[src/rtl/fifo_stream_param.sv]
// Parametrised valid/ready stream FIFO: first-word fall-through, level, almost flags, sync flush.
// Optional statistics counters (push/pop/stall) are enabled by defining FIFO_STREAM_STATS_EN.
module fifo_stream_param #(
  parameter int DATA_WIDTH = 32,
  parameter int DEPTH      = 16,
  parameter int AF_MARGIN  = 2,
  parameter int AE_MARGIN  = 2
) (
  input  logic                     clk,
  input  logic                     reset,
  input  logic                     flush,
  input  logic [DATA_WIDTH-1:0]    din,
  input  logic                     val_in,
  output logic                     ready_upward,
  output logic [DATA_WIDTH-1:0]    dout,
  output logic                     val_out,
  input  logic                     ready_downward,
  output logic [$clog2(DEPTH):0]   level,
  output logic                     almost_full,
  output logic                     almost_empty
`ifdef FIFO_STREAM_STATS_EN
  ,
  output logic [31:0]              push_cnt,
  output logic [31:0]              pop_cnt,
  output logic [31:0]              stall_cnt
`endif
);

  localparam int PW = $clog2(DEPTH);
  localparam int LW = PW + 1;
  localparam logic [LW-1:0] FULL_LVL = LW'(DEPTH);
  localparam logic [LW-1:0] AF_LVL   = LW'(DEPTH - AF_MARGIN);
  localparam logic [LW-1:0] AE_LVL   = LW'(AE_MARGIN);

  logic [DATA_WIDTH-1:0] mem [DEPTH];

  logic [PW-1:0] wr_ptr_q, wr_ptr_d;
  logic [PW-1:0] rd_ptr_q, rd_ptr_d;
  logic [LW-1:0] level_q, level_d;
  logic          push, pop;

  // Acceptance never looks at ready_downward, so a full FIFO refuses even while popping.
  assign ready_upward = ~flush & (level_q != FULL_LVL);
  assign val_out      = (level_q != '0);
  assign push         = val_in & ready_upward;
  assign pop          = val_out & ready_downward & ~flush;

  assign dout         = mem[rd_ptr_q];
  assign level        = level_q;
  assign almost_full  = (level_q >= AF_LVL);
  assign almost_empty = (level_q <= AE_LVL);

  always_comb begin
    wr_ptr_d = wr_ptr_q;
    rd_ptr_d = rd_ptr_q;
    level_d  = level_q;
    if (flush) begin
      wr_ptr_d = '0;
      rd_ptr_d = '0;
      level_d  = '0;
    end else begin
      if (push) wr_ptr_d = wr_ptr_q + PW'(1);
      if (pop)  rd_ptr_d = rd_ptr_q + PW'(1);
      case ({push, pop})
        2'b10:   level_d = level_q + LW'(1);
        2'b01:   level_d = level_q - LW'(1);
        default: level_d = level_q;
      endcase
    end
  end

  always_ff @(posedge clk) begin
    if (reset) begin
      wr_ptr_q <= '0;
      rd_ptr_q <= '0;
      level_q  <= '0;
    end else begin
      wr_ptr_q <= wr_ptr_d;
      rd_ptr_q <= rd_ptr_d;
      level_q  <= level_d;
    end
  end

  // Storage is deliberately left unreset; level gates whether dout means anything.
  always_ff @(posedge clk) begin
    if (push) mem[wr_ptr_q] <= din;
  end

`ifdef FIFO_STREAM_STATS_EN
  logic [31:0] push_cnt_q, push_cnt_d;
  logic [31:0] pop_cnt_q, pop_cnt_d;
  logic [31:0] stall_cnt_q, stall_cnt_d;

  always_comb begin
    push_cnt_d  = push_cnt_q + 32'(push);
    pop_cnt_d   = pop_cnt_q + 32'(pop);
    stall_cnt_d = stall_cnt_q + 32'(val_out & ~ready_downward);
  end

  // Counters survive flush; only reset clears them.
  always_ff @(posedge clk) begin
    if (reset) begin
      push_cnt_q  <= '0;
      pop_cnt_q   <= '0;
      stall_cnt_q <= '0;
    end else begin
      push_cnt_q  <= push_cnt_d;
      pop_cnt_q   <= pop_cnt_d;
      stall_cnt_q <= stall_cnt_d;
    end
  end

  assign push_cnt  = push_cnt_q;
  assign pop_cnt   = pop_cnt_q;
  assign stall_cnt = stall_cnt_q;
`endif

endmodule

[config.mk]
export PLATFORM = sky130hd
export DESIGN_NAME = fifo_stream_param
export DESIGN_NICKNAME = d
export VERILOG_FILES = /design/src/rtl/fifo_stream_param.sv
export SDC_FILE = /design/constraint.sdc
export NUM_CORES = 1
export LEC_CHECK = 0
export CAP_MARGIN = 10
export CORE_ASPECT_RATIO = 0.75
export CORE_UTILIZATION = 55
export CTS_BUF_LIST = sky130_fd_sc_hd__clkbuf_2
export DETAILED_ROUTE_END_ITERATION = 16
export PLACE_DENSITY = 0.71
export SLEW_MARGIN = 10
export SYNTH_ARGS = -nofsm -noshare
export SYNTH_HDL_FRONTEND = slang
export SYNTH_SLANG_ARGS = --single-unit
export TNS_END_PERCENT = 20
[constraint.sdc]
create_clock -name clk -period 11.6 [get_ports clk]
set_clock_uncertainty 0.05 [all_clocks]
set_input_delay 2.32 -clock clk [delete_from_list [all_inputs] [get_ports clk]]
set_output_delay 2.32 -clock clk [all_outputs]
set_load 0.01 [all_outputs]
==> impl_metrics.tcl <==
set metrics [dict create \
    status "completed" \
    min_path_type "flip-flop to flip-flop" \
    ant_nets 0 \
    pin_count 78 \
    grt.total_usage_pct 22.2 \
    cp.required_ns 9.23 \
    multi_input_area_um2 4310 \
    fmax_ghz 0.146 \
    cts_tree "yes" \
    rsz0062_at_grt "false" \
    synth_seq_cells 529 \
    initial_utilization_pct 56.1 \
    drt_pass1_iterations 5 \
    max-slew-margin-rel_pct 17.8 \
    syn-num-nets 961 \
    finalPower_uw 3290 \
    critical_path_class "flip-flop to output port" \
    synthCells 917 \
    worstRegToRegCells 5 \
    insertion_delay_ns 1.06 \
    h-tree-depth 3 \
    grt_max_degree 53 \
    cpMostUsedCell "buf_4" \
    whs_path_depth 2 \
    post_cts_buffers 0 \
    ys_seq_area_share_pct 77.9 \
    period_needed_ns 6.84 \
    grt_overflow_total 0 \
    ir_drop_mv 0.0991 \
    crit_path_start_kind "flip-flop" \
    cp_top_family "buffers and inverters" \
    cpPeakStageDelay_ns 0.72 \
    maxCapViolCount 0 \
    slew_violations 0 \
    fin_crit_sh_pct 59.0 \
    p_int_uw 2560 \
    p_per_area_nw_per_um2 146 \
    vias 9809 \
    combPwrFrac_pct 2.7 \
    worst_pin_slew_ns 1.23 \
    port_buffers 77 \
    hold_buffers 0 \
    tns_ns 0 \
    die_area_um2 37500 \
    grt_pass1_vias 9964 \
    die_w_um 223 \
    area_growth_pct 12.0 \
    leakage_uw 0.00717 \
    fin_nets 1125 \
    swShare_pct 22.3 \
    reg2reg_to "mem[14][14]$_DFFE_PP_" \
    grt_pass1_wl_um 60600 \
    route.detailed.drc 0 \
    core_um2 36000 \
    cts_max_path_buffers 3 \
    worstHoldStart "rd_ptr_q[3]$_SDFFE_PP0P_" \
    cts.sinks 529 \
    reg2reg_slack_ns 8.59 \
    place.gp.congestion 0.711 \
    yosysWarnings 0 \
    power.switching_uw 735 \
    viasPerCell 6.01 \
    wl_per_cell_um 24.6 \
    finalHoldViolations 0 \
    min_to "rd_ptr_q[3]$_SDFFE_PP0P_" \
    synth.avg_cell_area_um2 22.0 \
    ys_types 44 \
    cp.arrival_ns 4.47 \
    first_iter_violations 1063 \
    rows 60 \
    crit_buf_inv 3 \
    pwr-share-seq_pct 63.9 \
    post_cts_resize_count 0 \
    end_kind "output port" \
    dp_hpwl_um 20000 \
    wl_um 40100 \
    async_reset_ff_share_pct 0 \
    cts_buffers 117 \
    antenna_found_initial 2 \
    fillers 2509 \
    drive_gt1_share_pct 31.1 \
    seqCellArea_um2 15700 \
    synth_edf_count 512 \
    crit_chain "buf_4, buf_4, mux4_2, a22oi_1, nand2_1, clkdlybuf4s50_1" \
    die_h_um 168 \
    setup_viol 0 \
    cp_max_fo 52 \
    syn_area_um2 20200 \
    slowest_stage "buf_4" \
    synth_ff_type "edfxtp_1" \
    cts_root_buf "clkbuf_2" \
    path_clk_slew_ns 0.10 \
    p_clk_share_pct 33.5 \
    timing.rr.start "level[2]$_SDFFE_PP0P_" \
]
## per-layer routing
layer / routed length (um) / up-vias / GRT usage, %
li1: - / 4256 / -
met1: 17700 / 5100 / 33.3
met2: 18700 / 394 / 32.9
met3: 3150 / 59 / 5.17
met4: 578 / 0 / 6.87
met5: 0 / - / 0
## logic make-up (layout without fill, tap and decap cells)
family	Yosys count	after routing	share of synthesized area [%]
flip-flops	529	529	77.9
buffers and inverters	62	309	1.43
multiplexers	132	132	14.5
AO/OA/AOI/OAI	87	87	3.36
AND/OR/NAND/NOR	93	93	2.11
other	0	3	0
XOR/XNOR	7	7	0.304
adder cells (fa/ha/maj)	7	7	0.434
## state kept, by name, indices dropped and copies added, names as in the netlist, named ones only
name      flops
level         5
rd_ptr_q      4
wr_ptr_q      4
mem         512
## cells in the mapped netlist, types with 4 or more instances
cell type / number / area [um2]
a22oi_1: 64 / 480
nand3_1: 4 / 20.0
nor2_1: 27 / 101
clkbuf_1: 25 / 93.8
buf_1: 10 / 37.5
mux2i_1: 4 / 40.0
buf_2: 8 / 40.0
edfxtp_1: 512 / 15400
inv_1: 8 / 30.0
mux4_2: 128 / 2880
nor3_1: 5 / 25.0
dfxtp_1: 17 / 340
o31ai_1: 4 / 30.0
a21oi_1: 5 / 25.0
nand2_1: 42 / 158
buf_4: 10 / 75.1
ha_1: 7 / 87.6
xor2_1: 4 / 35.0
## how the worst max path moves through the flow
| stage | from | end | depth (start not counted) |
|---|---|---|---|
| 3_5_place_dp | flush | ready_upward | 3 |
| 2_1_floorplan | flush | mem[0][0]$_DFFE_PP_ | 4 |
| 3_3_place_gp | flush | ready_upward | 3 |
| 4_1_cts | flip-flop | dout[22] | 5 |
| 6_report | flip-flop | dout[7] | 6 |
| 5_1_grt | flip-flop | dout[24] | 5 |
## power groups by stage
stage	Clock [uW]	Sequential (uW)	Combinational, uW
floorplan	0	2140	35.0
global placement	0	2140	87.2
detailed placement	0	2150	89.5
CTS	1140	2100	89.8
global route	1230	2100	96.0
finish	1100	2100	88.6
## metrics by stage
stage               setup slack, ns  cells  hold WS [ns]  instance area [um2]  utilization, %
floorplan                      5.89    917         0.413                20200               -
global placement               5.56   1427         0.430                21600            60.0
detailed placement             5.55   1427         0.430                21600            60.0
CTS                            4.61   1629         0.451                22600            62.9
global route                   4.43   1630         0.498                22600            62.9
finish                         4.76   1632         0.445                22600            62.9
## cells in the final DEF, fill, tap and decap left out, types with 2 or more instances in the layout
cell type        synthesis  layout
diode_2                  0       3
nor3_2                   0       4
ha_1                     7       7
clkinv_2                 0       4
a22oi_1                 64      64
buf_4                   10      22
clkinv_1                 0      19
dfxtp_1                 17      15
nor2_4                   0      13
clkdlybuf4s50_1          0      77
nand2b_1                 3       3
clkinv_4                 0       2
xor2_1                   4       4
inv_1                    8       8
nor2_1                  27      14
a21oi_1                  5       5
mux4_2                 128     128
nand3_1                  4       4
o21ai_0                  2       2
nor2b_4                  0       2
dfxtp_4                  0       2
nand2_1                 42      42
xnor2_1                  3       3
a211oi_1                 2       2
clkbuf_2                 0     174
edfxtp_1               512     512
mux2i_1                  4       4
o31ai_1                  4       4
## worst register-to-register path, delay by kind of cell (launching register included)
kind                   cells  cell delay [ns]
AND/OR/NAND/NOR            3             0.96
flip-flops                 1             0.59
buffers and inverters      1             0.51
AO/OA/AOI/OAI              1             0.49
## area by class of cell
class / count / share of cell area, %
Clock buffer: 174 / 3.85
Sequential cell: 529 / 69.5
Timing Repair Buffer: 99 / 4.14
Tap cell: 465 / 2.57
Clock inverter: 28 / 0.664
Inverter: 8 / 0.133
Antenna cell: 3 / 0.0332
Multi-Input combinational cell: 326 / 19.1
Note: power is estimated with default switching activity, not from simulation.
